## src/rtl/sd_card_dat_pkg.sv

```systemverilog
// sd_card_dat_pkg: FSM states and DAT line constants shared by the card-side DAT PHY.
package sd_card_dat_pkg;
    typedef enum logic [3:0] {
        IDLE, RX_WAIT_START, RX_DATA, RX_CRC, RX_END, BUSY, TX_START, TX_DATA, TX_CRC, TX_END
    } state_t;
    localparam logic [3:0] START_NIB = 4'h0;
    localparam logic [3:0] END_NIB = 4'hF;
    localparam logic [3:0] BUSY_NIB = 4'hE;
    localparam logic [15:0] CRC16_POLY = 16'h1021;
endpackage

```

## src/rtl/sd_dat_crc16.sv

```systemverilog
// sd_dat_crc16: four per-lane CRC16 registers, updated a nibble at a time and shifted out MSB-first.
module sd_dat_crc16
    import sd_card_dat_pkg::*;
(
    input  logic       sd_clk,
    input  logic       rst,
    input  logic       clr,
    input  logic       en,
    input  logic       shift,
    input  logic [3:0] din,
    output logic [3:0] crc_nib
);
    for (genvar i = 0; i < 4; i++) begin : g_lane
        logic [15:0] crc;
        always_ff @(posedge sd_clk)
            crc <= (rst || clr) ? '0 :
                   en ? {crc[14:0], 1'b0} ^ ((crc[15] ^ din[i]) ? CRC16_POLY : 16'h0) :
                   shift ? {crc[14:0], 1'b0} : crc;
        assign crc_nib[i] = crc[15];
    end
endmodule

```

## src/rtl/sd_card_dat_phys.sv

```systemverilog
// sd_card_dat_phys: card-side DAT[3:0] PHY receiving write blocks (then busy) and sending read blocks.
// Define SD_CARD_DAT_CRC_EN for per-lane CRC16 generation/checking; otherwise CRC slots carry zeros.
module sd_card_dat_phys
    import sd_card_dat_pkg::*;
#(
    parameter int DATA_W = 32,
    parameter int BLK_SZ_W = 12,
    parameter int BUSY_CYCLES = 4
) (
    input  logic                sd_clk,
    input  logic                rst,
    input  logic [3:0]          DAT_din,
    output logic [3:0]          DAT_dout,
    output logic                DAT_dout_oe,
    input  logic [BLK_SZ_W-1:0] block_sz,
    input  logic                rx_start,
    input  logic                tx_start,
    input  logic [DATA_W-1:0]   tx_data,
    input  logic                tx_data_valid,
    output logic                tx_data_rd,
    output logic [DATA_W-1:0]   rx_data,
    output logic                rx_data_wr,
    output logic                rx_err,
    output logic                tx_underrun,
    output logic                blk_done,
    output logic                card_phys_busy
);
    localparam int NPW = DATA_W / 4;
    localparam int WW = $clog2(NPW + 1);
    localparam int BW = $clog2(BUSY_CYCLES + 1);
`ifdef SD_CARD_DAT_CRC_EN
    localparam int CRC_CYC = 16;
`else
    localparam int CRC_CYC = 2;
`endif
    state_t state, state_d;
    logic [BLK_SZ_W:0] nib_left;
    logic [WW-1:0] wcnt;
    logic [3:0] ccnt;
    logic [BW-1:0] bcnt;
    logic [DATA_W-1:0] sh, rx_word, new_word;
    logic [3:0] tx_nib, crc_nib;
    logic err, rx_go, tx_go, nib_one, word_end, crc_last, busy_last, crc_mis;

    assign rx_go = rx_start && !tx_start;
    assign tx_go = tx_start && !rx_start && tx_data_valid;
    assign nib_one = nib_left == (BLK_SZ_W + 1)'(1);
    assign word_end = wcnt == WW'(NPW - 1);
    assign crc_last = ccnt == 4'(CRC_CYC - 1);
    assign busy_last = bcnt == BW'(BUSY_CYCLES - 1);
    assign rx_word = DATA_W'({sh, DAT_din});
    assign new_word = tx_data_valid ? tx_data : '0;
    assign tx_nib = (state == TX_DATA && word_end) ? new_word[DATA_W-1 -: 4] : sh[DATA_W-1 -: 4];
    assign tx_data_rd = (state == IDLE && tx_go) || (state == TX_DATA && word_end && nib_left != '0);
    assign card_phys_busy = state != IDLE;

`ifdef SD_CARD_DAT_CRC_EN
    sd_dat_crc16 u_crc (
        .sd_clk (sd_clk),
        .rst    (rst),
        .clr    (state == IDLE),
        .en     (state == TX_START || (state == TX_DATA && nib_left != '0) || state == RX_DATA),
        .shift  ((state == TX_DATA && nib_left == '0) || state == TX_CRC || state == RX_CRC),
        .din    (state == RX_DATA ? DAT_din : tx_nib),
        .crc_nib(crc_nib)
    );
    assign crc_mis = DAT_din != crc_nib;
`else
    assign crc_nib = '0;
    assign crc_mis = 1'b0;
`endif

    always_ff @(posedge sd_clk)
        state <= rst ? IDLE : state_d;

    always_comb begin
        state_d = state;
        case (state)
            IDLE:          state_d = rx_go ? RX_WAIT_START : tx_go ? TX_START : IDLE;
            RX_WAIT_START: state_d = DAT_din == START_NIB ? RX_DATA : RX_WAIT_START;
            RX_DATA:       state_d = nib_one ? RX_CRC : RX_DATA;
            RX_CRC:        state_d = crc_last ? RX_END : RX_CRC;
            RX_END:        state_d = BUSY;
            BUSY:          state_d = busy_last ? IDLE : BUSY;
            TX_START:      state_d = TX_DATA;
            TX_DATA:       state_d = nib_left == '0 ? TX_CRC : TX_DATA;
            TX_CRC:        state_d = crc_last ? TX_END : TX_CRC;
            TX_END:        state_d = IDLE;
            default:       state_d = IDLE;
        endcase
    end

    always_ff @(posedge sd_clk) begin
        rx_data_wr <= 1'b0;
        blk_done <= 1'b0;
        rx_err <= 1'b0;
        if (rst) begin
            DAT_dout <= '0;
            DAT_dout_oe <= 1'b0;
            rx_data <= '0;
            tx_underrun <= 1'b0;
            nib_left <= '0;
            wcnt <= '0;
            ccnt <= '0;
            bcnt <= '0;
            sh <= '0;
            err <= 1'b0;
        end else begin
            case (state)
                IDLE: begin
                    nib_left <= {block_sz, 1'b0};
                    wcnt <= '0;
                    err <= 1'b0;
                    if (tx_go) begin
                        sh <= tx_data;
                        DAT_dout <= START_NIB;
                        DAT_dout_oe <= 1'b1;
                        tx_underrun <= 1'b0;
                    end
                end
                RX_DATA: begin
                    sh <= rx_word;
                    nib_left <= nib_left - 1'b1;
                    wcnt <= word_end ? '0 : wcnt + 1'b1;
                    ccnt <= '0;
                    if (word_end) begin
                        rx_data <= rx_word;
                        rx_data_wr <= 1'b1;
                    end
                end
                RX_CRC: begin
                    ccnt <= ccnt + 1'b1;
                    err <= err | crc_mis;
                end
                RX_END: begin
                    err <= err | (DAT_din != END_NIB);
                    DAT_dout <= BUSY_NIB;
                    DAT_dout_oe <= 1'b1;
                    bcnt <= '0;
                end
                BUSY: begin
                    bcnt <= bcnt + 1'b1;
                    if (busy_last) begin
                        DAT_dout <= '0;
                        DAT_dout_oe <= 1'b0;
                        blk_done <= 1'b1;
                        rx_err <= err;
                    end
                end
                TX_START: begin
                    DAT_dout <= tx_nib;
                    sh <= sh << 4;
                    nib_left <= nib_left - 1'b1;
                    wcnt <= '0;
                end
                TX_DATA: begin
                    ccnt <= '0;
                    if (nib_left == '0) begin
                        DAT_dout <= crc_nib;
                    end else begin
                        // A missing word is replaced by zeros so the block keeps its timing.
                        DAT_dout <= tx_nib;
                        sh <= (word_end ? new_word : sh) << 4;
                        wcnt <= word_end ? '0 : wcnt + 1'b1;
                        nib_left <= nib_left - 1'b1;
                        if (word_end && !tx_data_valid) tx_underrun <= 1'b1;
                    end
                end
                TX_CRC: begin
                    ccnt <= ccnt + 1'b1;
                    DAT_dout <= crc_last ? END_NIB : crc_nib;
                end
                TX_END: begin
                    DAT_dout <= '0;
                    DAT_dout_oe <= 1'b0;
                    blk_done <= 1'b1;
                end
                default: ;
            endcase
        end
    end
endmodule

```

## config.mk

```make
export PLATFORM = sky130hd
export DESIGN_NAME = sd_card_dat_phys
export DESIGN_NICKNAME = d
export VERILOG_FILES = /design/src/rtl/sd_card_dat_pkg.sv /design/src/rtl/sd_dat_crc16.sv /design/src/rtl/sd_card_dat_phys.sv
export SDC_FILE = /design/constraint.sdc
export NUM_CORES = 1
export LEC_CHECK = 0
export ABC_AREA = 1
export CORE_MARGIN = 1
export CORE_UTILIZATION = 37
export CTS_CLUSTER_DIAMETER = 60
export DETAILED_ROUTE_END_ITERATION = 12
export SKIP_LAST_GASP = 1
export SLEW_MARGIN = 10
export SYNTH_ARGS = -nofsm -noshare
export SYNTH_HDL_FRONTEND = slang
export SYNTH_SLANG_ARGS = --single-unit
```

## constraint.sdc

```tcl
create_clock -name sd_clk -period 1.5 [get_ports sd_clk]
set_input_delay 0.45 -clock sd_clk [delete_from_list [all_inputs] [get_ports sd_clk]]
set_output_delay 0.45 -clock sd_clk [all_outputs]
set_load 0.01 [all_outputs]
```

### Word level (Yosys, flattened, before mapping)

Cells that the tools add are included.

* add/sub/neg operators: 4
* eq/ne operators: 18
* multiplexer cells: 38
* bitwise operators: 4
* reduce and logical (&&, ||, !) cells: 38

Operators with widths (number)
* case mux 32 bit (4 select lines): 1
* two-way mux 32 bit: 3
* case mux 13 bit (3 select lines): 1
* case mux 4 bit (9 select lines): 1
* two-way mux 4 bit: 8
* two-way mux 28 bit: 1
* case mux 4 bit (7 select lines): 1
* equality test 4 x 3 -> 1 bit (second input constant): 5
* equality test 13 x 1 -> 1 bit (second input constant): 1
* zero test 13 bit: 1
* two-way mux 13 bit: 1
* nonzero test 13 bit: 1
* subtractor 13 x 1 -> 13 bit (second input constant): 1
* two-way mux 3 bit: 4
* case mux 4 bit (3 select lines): 1
* nonzero test 4 bit: 3
* OR reduction 2 bit: 5
* two-way mux 1 bit: 9
* AND reduction 3 bit: 3
* adder 4 x 1 -> 4 bit (second input constant): 2
* equality test 4 x 1 -> 1 bit (second input constant): 2
* equality test 4 x 2 -> 1 bit (second input constant): 2
* equality test 4 bit (second input constant): 2
* zero test 4 bit: 2
* 21 further kinds: 41

* register bits after elaboration: 102
* input bits: 53
* output and inout bits: 43
* word-level logic and storage cells: 116

### Longest topological paths before layout

Gate-level depths: netlist of the first run.

* depth in word-level cells: 6
* gate-level depth with buffers: 12
* mapped depth without buffers: 11

### Worst setup path before layout of the first run

OpenSTA, ideal clock, no wires.

* path type: reg-to-reg
* from: register wcnt[0]
* to: register sh[12]
* setup time: 0.128 ns
* arrival time: 1.542 ns
* required time: 1.372 ns
* slack: -0.169 ns
* cell stages (with the launch flop): 12
* path buffers: 1
* clock period less this slack: 1.669 ns
* cell sequence: dfxtp_1 -> ha_1 -> nand2_1 -> nor2_4 -> nand2_1 -> clkbuf_1 -> nand2_1 -> nand2_1 -> a21oi_1 -> nand2_1 -> nand2_1 -> nor2_1

* longest elaborated chain between the ends: 4

RTL lines
* start, declared: RTL line sd_card_dat_phys.sv:38 `logic [WW-1:0] wcnt;`
* start signal, assigned: RTL line sd_card_dat_phys.sv:124 `wcnt <= word_end ? '0 : wcnt + 1'b1;`
* start signal, assigned: RTL line sd_card_dat_phys.sv:164 `wcnt <= word_end ? '0 : wcnt + 1'b1;`
* equality test 4 x 3 -> 1 bit: RTL line sd_card_dat_phys.sv:48 `assign word_end = wcnt == WW'(NPW - 1);`
* two-way mux 28 bit: RTL line sd_card_dat_phys.sv:163 `sh <= (word_end ? new_word : sh) << 4;`
* two-way mux 32 bit: RTL line sd_card_dat_phys.sv:158 `if (nib_left == '0) begin`
* case mux 32 bit (4 select lines): RTL line sd_card_dat_phys.sv:109 `case (state)`
* end signal, assigned: RTL line sd_card_dat_phys.sv:115 `sh <= tx_data;`
* end signal, assigned: RTL line sd_card_dat_phys.sv:122 `sh <= rx_word;`
* end signal, assigned: RTL line sd_card_dat_phys.sv:163
* end, declared: RTL line sd_card_dat_phys.sv:41 `logic [DATA_W-1:0] sh, rx_word, new_word;`

No other way between the ends. The select of a mux whose other input is x is not followed.
A chain may end at the register's enable or synchronous reset.

### Final worst setup path of the first run

* from: register nib_left[1]
* to: output tx_data_rd

* longest elaborated chain between the ends: 3

RTL lines
* start, declared: RTL line sd_card_dat_phys.sv:37 `logic [BLK_SZ_W:0] nib_left;`
* start signal, assigned: RTL line sd_card_dat_phys.sv:111 `nib_left <= {block_sz, 1'b0};`
* start signal, assigned: RTL line sd_card_dat_phys.sv:123 `nib_left <= nib_left - 1'b1;`
* start signal, assigned: RTL line sd_card_dat_phys.sv:153 `nib_left <= nib_left - 1'b1;`
* nonzero test 13 bit: RTL line sd_card_dat_phys.sv:54 `assign tx_data_rd = (state == IDLE && tx_go) || (state == TX_DATA && word_end && nib_left != '0);`
* logical AND 1 bit: RTL line sd_card_dat_phys.sv:54
* logical OR 1 bit: RTL line sd_card_dat_phys.sv:54
* end, declared: RTL line sd_card_dat_phys.sv:20 `output logic tx_data_rd,`

No other way between the ends.

==> results of run 1 <==
## flip-flops by register name, summed over array words and instances (netlist names), 3 cells and up
| register | count |
|---|---|
| DAT_dout | 4 |
| bcnt | 3 |
| ccnt | 4 |
| nib_left | 13 |
| rx_data | 32 |
| sh | 32 |
| state | 4 |
| wcnt | 4 |
## logic make-up (layout without fill, tap and decap cells)
logic type | count (synthesis) | after routing | share of synthesized area [%]
compound gates | 145 | 145 | 13.2
flops | 102 | 102 | 35.6
simple gates | 512 | 512 | 37.9
xor+xnor | 2 | 2 | 0.306
buf+inv | 152 | 352 | 11.4
fa+ha+maj | 7 | 7 | 1.53
## what timing repair did
action | CTS | global route
endpoints found under the setup margin | 138 | 103
pin swaps | 58 | 45
cloned | 14 | 6
setup buffers | 33 | 10
resized for setup | 220 | 106
## per-layer routing
metal	global-route usage (%)	up-vias
li1	-	3267
met2	42.2	181
met1	29.7	2902
met5	0	-
met3	4.60	35
met4	8.86	0
## tightest hold or removal path: cells and delay by family, from the launching register on
family | cells | cell delay, ns
and+or+nand+nor | 2 | 0.10
DFF | 1 | 0.32
## area by class of cell
class,count,share of cell area [%]
clock inverter,6,0.470
clock buffer,10,2.64
timing repair inverter,1,0.0967
inverter,107,4.71
tap,188,2.60
multi-input combinational,666,39.4
sequential,102,22.8
timing repair buffer,228,27.2
## how the worst max path moves through the flow
stage	from	slack (ns)	end
global placement	tx_data_valid	-0.90	tx_data_rd
global route	nib_left[1]	-0.42	tx_data_rd
CTS	nib_left[1]	-0.35	tx_data_rd
detailed placement	tx_data_valid	-0.91	tx_data_rd
finish	nib_left[1]	-0.34	tx_data_rd
floorplan	wcnt[1]	-0.02	sh[12]
## where the power goes
group	internal (mW)	total (mW)	switching (mW)	leakage, nW
Sequential	3.10	3.33	0.232	0.840
Clock	1.18	2.29	1.11	0.135
Combinational	2.32	4.99	2.67	3.40
## cells in the final DEF, fill, tap and decap left out, types with 14 or more instances in the layout
master	synthesis	routed
dfxtp_2	0	15
inv_1	101	92
dfxtp_1	102	85
nand3_1	30	25
nand2_1	284	244
a21oi_2	7	16
clkbuf_16	0	14
buf_4	1	84
nand3b_1	29	29
a21oi_1	79	70
buf_12	1	22
clkdlybuf4s50_1	0	44
o21ai_2	0	28
nor2_1	137	117
dlygate4sd2_1	0	41
o21ai_0	55	16
nor2_4	3	19
nand2_2	9	39
==> results.py, run 1 <==
metrics = {
    "timing": {
        "min_period_ns": 1.84,
        "drv_slew": 0,
        "finalCritPeriodShare_pct": 123,
        "clock.fmax_mhz": 543,
        "rsz0062_at_grt": "yes",
        "worst_slack_ns": -0.343,
        "worst_pin_slew_ns": 0.366,
        "slew-limit-headroom_pct": 75.6,
        "setup_tns_ns": -13.58,
        "hold_ws_ns": 0.462,
        "hold_viol": 0,
        "fin_skew_ns": 0.0103,
        "setup_viol": 80,
    },
    "hold_path": {
        "hold_path_class": "reg2reg",
        "min_to": "rx_err",
        "min_from": "err",
        "hold_depth": 2,
    },
    "power_and_ir_drop": {
        "leakagePower_nw": 4.37,
        "power_mw": 10.6,
        "p_per_area_nw_per_um2": 1170,
        "peakVddDrop_v": 0.000644,
    },
    "placed_design": {
        "pre_cts_slack_ns": -0.910,
        "io_buffers": 95,
        "placed_cell_area_um2": 7450,
        "gp_congestion": 0.872,
        "placedCellCount": 1245,
        "place.detailed.hpwl_um": 11300,
    },
    "logic_synthesis": {
        "yosysMostFrequentCell": "nand2_1",
        "synth_area_leaders": "dfxtp_1 36%, nand2_1 19%, nor2_1 9.0%",
        "netlist-cell-type-count": 31,
        "synth-main-ff-cell": "dfxtp_1",
        "synth_area_leader_cell": "dfxtp_1",
        "syn_nets": 980,
        "syn_inst": 920,
        "ys_warn_count": 0,
        "yosysSeqAreaShare_pct": 35.6,
        "synth-seq-cells": 102,
        "yosysTopAreaCellShare_pct": 35.6,
        "synth_edf_count": 0,
        "syn_avg_cell_area_um2": 6.23,
        "ys_async_sr_fraction_pct": 0,
        "synthTopCellsByCount": "284 x nand2_1, 137 x nor2_1, 102 x dfxtp_1",
        "syn_area_um2": 5730,
    },
    "outcome": {
        "status": "finished, violations left",
        "violations": "negative setup slack",
    },
    "critical_path": {
        "path_max_fanout": 2,
        "critical_path_depth": 8,
        "timing.rr.start": "nib_left[1]",
        "rrSetupSlack_ns": -0.30,
        "reg2reg_to": "sh[25]",
        "path_class": "reg2out",
        "crit_path_end_kind": "primary output",
        "worstSetupStartpointType": "flop",
        "critPathArrivalTime_ns": 1.39,
        "worst_path_most_repeated_cell": "inv_2",
        "cpPeakStageDelay_ns": 0.33,
        "worstPathRequired_ns": 1.05,
        "crit_buf_inv": 3,
        "worstPathCellList": "inv_2 > ha_4 > nand2_4 > nor2_4 > nand2_2 > inv_2 > o22ai_2 > buf_2",
        "crit_path_top_delay_cell": "dfxtp_2",
        "crit_family": "flip-flops",
        "ff2ff_path_depth": 14,
    },
    "die": {
        "fp.dieArea_um2": 16000,
        "rows": 45,
        "pin_count": 96,
        "die_w_um": 126,
        "core_um2": 15100,
        "die_y_um": 126,
        "initial_core_util_pct": 37.9,
    },
    "clocking": {
        "clk_pin_slew_worst_paths_ns": 0.07,
        "clockRootBuffer": "clkbuf_16",
        "clockBufferDepth": 2,
        "cts_sinks": 102,
        "tritoncts": "yes",
        "clock_latency_ns": 0.36,
        "hold_buffers": 0,
        "cts-htree-levels": 3,
        "numCtsBuffers": 9,
    },
    "run": {
        "max_cap_viol_count": 0,
    },
    "grt": {
        "grt_max_degree": 36,
        "globalRoute.totalOverflow": 0,
        "antenna_found_initial": 0,
        "grtUsageTotal_pct": 24.2,
        "first_global_vias": 6099,
        "grt_pass1_wl_um": 30300,
    },
    "finish": {
        "design_area_um2": 9060,
        "drive_gt1_share_pct": 29.2,
        "area_growth_pct": 58.0,
        "final_util_pct": 59.8,
        "multi_input_area_um2": 3570,
        "n_antenna_cell": 0,
        "n_fill_cell": 1404,
        "fin_cells": 1308,
        "nets": 1175,
        "final-seq-area_um2": 2070,
    },
    "route": {
        "met3_length_um": 925,
        "vias": 6385,
        "drt-met1-wl_um": 8640,
        "drt_wl_total_um": 19700,
        "drt_iter0_drc": 379,
        "dr.max_layer_used": "met4",
        "ant_nets": 0,
        "drt_pre_antenna_iters": 5,
        "post_drt_wl_per_cell_um": 15.1,
        "drt-vias-per-instance": 4.88,
        "routed-wl-met2_um": 9670,
        "drc": 0,
    },
}
(Power assumes the default switching activity.)
==> inputs of run 2 (changes only) <==
--- a/config.mk
+++ b/config.mk
@@ -5,12 +5,11 @@
 export SDC_FILE = /design/constraint.sdc
 export NUM_CORES = 1
 export LEC_CHECK = 0
-export ABC_AREA = 1
 export CORE_MARGIN = 1
 export CORE_UTILIZATION = 37
 export CTS_CLUSTER_DIAMETER = 60
 export DETAILED_ROUTE_END_ITERATION = 12
-export SKIP_LAST_GASP = 1
+export DONT_BUFFER_PORTS = 1
 export SLEW_MARGIN = 10
 export SYNTH_ARGS = -nofsm -noshare
 export SYNTH_HDL_FRONTEND = slang
==> run 2 against run 1 <==
Die area fell by 9.7%. Synthesized cell count shrank 34%. Synthesized area is 9.8% lower. Via count fell by 20%. Count of clock-buffer cells in the layout unchanged. Largest cell class unchanged. Largest power group is now registers. The run still ends with negative setup slack left. Critical path depth is the same.
==> results.py, run 2 <==
metrics = {
    "logic_synthesis": {
        "synthTopCellsByCount": "102 x dfxtp_1, 87 x nand2_1, 52 x a21oi_1",
        "yosysSeqAreaShare_pct": 39.5,
        "synthSimpleGateAreaFrac_pct": 23.0,
        "synth_edf_count": 0,
        "synth_top_family_by_area": "compound AO/OA/AOI/OAI gates",
        "synth-seq-cells": 102,
        "syn_avg_cell_area_um2": 8.50,
        "yosysTopAreaCellShare_pct": 39.5,
        "ys_warn_count": 0,
        "synth-compound-area-share_pct": 28.8,
        "yosysMostFrequentCell": "dfxtp_1",
        "syn_nets": 668,
        "synth-main-ff-cell": "dfxtp_1",
        "synth-adder-area-share_pct": 1.69,
        "synth_area_leader_cell": "dfxtp_1",
        "synth_area_leaders": "dfxtp_1 40%, nand2_1 6.3%, a221o_1 5.4%",
        "synth_xor_area_share_pct": 0,
        "netlist-cell-type-count": 60,
        "syn_inst": 608,
        "syn_area_um2": 5170,
        "ys_async_sr_fraction_pct": 0,
        "synthMuxAreaShare_pct": 0.581,
    },
    "grt": {
        "grt_util_met3_pct": 5.57,
        "first_global_vias": 5057,
        "globalRoute.totalOverflow": 0,
        "grtUsageTotal_pct": 23.7,
        "grtUsageMet1_pct": 28.7,
        "grt_max_degree": 71,
        "antenna_found_initial": 0,
        "grtUsageMet2_pct": 40.3,
        "busiest_layer": "met2",
        "grt_pass1_wl_um": 26800,
    },
    "clocking": {
        "clockBufferDepth": 2,
        "clk_pin_slew_worst_paths_ns": 0.07,
        "numCtsBuffers": 9,
        "tritoncts": "yes",
        "cts-htree-levels": 3,
        "hold_buffers": 0,
        "cts_sinks": 102,
        "clock_latency_ns": 0.36,
        "clockRootBuffer": "clkbuf_16",
    },
    "finish": {
        "mostFrequentLayoutCell": "dfxtp_1",
        "reg_top3": "rx_data: 32 flops, sh: 32 flops, nib_left: 13 flops",
        "n_fill_cell": 1246,
        "mostFrequentLayoutCells": "91 x dfxtp_1, 90 x buf_4, 80 x nand2_1",
        "nets": 742,
        "drive_gt1_share_pct": 35.2,
        "area_growth_pct": 37.6,
        "n_antenna_cell": 0,
    },
    "critical_path": {
        "critPathArrivalTime_ns": 2.46,
        "path_class": "reg2reg",
        "worstPathRequired_ns": 1.80,
        "worstSetupStartpointType": "flop",
        "crit_path_end_kind": "flop",
        "path_max_fanout": 28,
    },
    "timing": {
        "drv_slew": 0,
        "rsz0062_at_grt": "yes",
        "worst_slack_ns": -0.655,
        "finalCritPeriodShare_pct": 144,
        "clock.fmax_mhz": 464,
        "min_period_ns": 2.16,
        "setup_viol": 96,
        "hold_viol": 0,
        "setup_tns_ns": -36.42,
        "worst_pin_slew_ns": 0.959,
        "fin_skew_ns": 0.0109,
        "slew-limit-headroom_pct": 35.8,
        "hold_ws_ns": 0.139,
    },
    "route": {
        "ant_nets": 0,
        "drt_wl_total_um": 17100,
        "drc": 0,
        "drt-vias-per-instance": 5.94,
        "drt_pre_antenna_iters": 5,
        "drt_iter0_drc": 377,
        "vias": 5123,
        "post_drt_wl_per_cell_um": 19.8,
    },
    "run": {
        "max_cap_viol_count": 0,
    },
    "hold_path": {
        "hold_path_class": "in2reg",
    },
    "die": {
        "rows": 42,
        "core_um2": 13500,
        "pin_count": 96,
        "initial_core_util_pct": 38.4,
        "die_w_um": 120,
        "fp.dieArea_um2": 14400,
        "die_y_um": 120,
    },
    "placed_design": {
        "gp_congestion": 0.830,
        "io_buffers": 0,
        "place.detailed.hpwl_um": 10900,
    },
    "power_and_ir_drop": {
        "p_per_area_nw_per_um2": 1180,
        "leakagePower_nw": 2.56,
        "peakVddDrop_v": 0.000572,
    },
    "outcome": {
        "status": "finished, violations left",
        "violations": "negative setup slack",
    },
}
## run 2: cell types whose count changed after synthesis, moves of 16 or more
cell / change
nor2_1: -122
a21oi_1: -27
nand3_1: -16
a32o_1: +28
a221o_1: +28
o21ai_0: -45
buf_2: -19
clkbuf_1: +28
inv_1: -85
nand2b_1: +37
nand2_1: -197
nand3b_1: -24
## run 2: where the power goes
| group | internal, mW | switching, mW |
|---|---|---|
| combinational | 1.35 | 1.34 |
| sequential | 3.00 | 0.240 |
| clock | 1.35 | 1.10 |
## run 2: cells by family after synthesis
family,Yosys count
AND/OR/NAND/NOR,227
AO/OA/AOI/OAI,194
flip-flops,102
buffers and inverters,75
adder cells (fa/ha/maj),7
multiplexers,3
## run 2: what timing repair did
item | 4_1_cts | 5_1_grt
endpoints found under the setup margin | 96 | 102
resized for setup | 87 | 49
buffers inserted | 11 | 4
pin swaps | 28 | 10
gates cloned | 6 | 0
## run 2: worst max-delay path: stages, from the launching register on
cell,delay (ns)
dfxtp_2,0.33
inv_2,0.06
ha_4,0.12
or4b_4,0.45
or4_4,0.47
buf_6,0.15
a21oi_4,0.15
buf_12,0.20
a32o_1,0.15
## run 2: final timing paths
path / cells after the start / start / end / slack (ns)
max: 8 / nib_left[0] / sh[22] / -0.66
max reg2reg: 8 / nib_left[0] / sh[22] / -0.66
min reg2reg: 2 / err / rx_err / 0.46
min: 1 / rst / rx_data[20] / 0.14
## run 2: layer usage
metal	up-vias	wire length, µm
met5	-	0
met4	0	385
met3	22	1020
met2	154	8520
met1	2498	7200
li1	2449	-
## run 2: metrics by stage
stage | cells | instance area [µm²] | power, mW | setup WS (ns) | utilization [%]
after floorplan | 608 | 5260 | 4.59 | -0.836 | -
after global placement | 827 | 6070 | 5.37 | -0.636 | 45.1
after detailed placement | 827 | 6070 | 5.42 | -0.652 | 45.1
after CTS | 860 | 6880 | 8.25 | -0.640 | 51.1
after global routing | 863 | 7110 | 8.77 | -0.727 | 52.9
final | 863 | 7110 | 8.38 | -0.655 | 52.9
## run 2: cell type report
class	instances	area, µm²	area share (%)
Clock buffer	10	239	3.36
Multi-Input combinational cell	431	3340	46.9
Clock inverter	6	70.1	0.985
Inverter	16	60.1	0.844
Sequential cell	102	2060	28.9
Tap cell	176	220	3.10
Timing Repair Buffer	122	1130	15.9
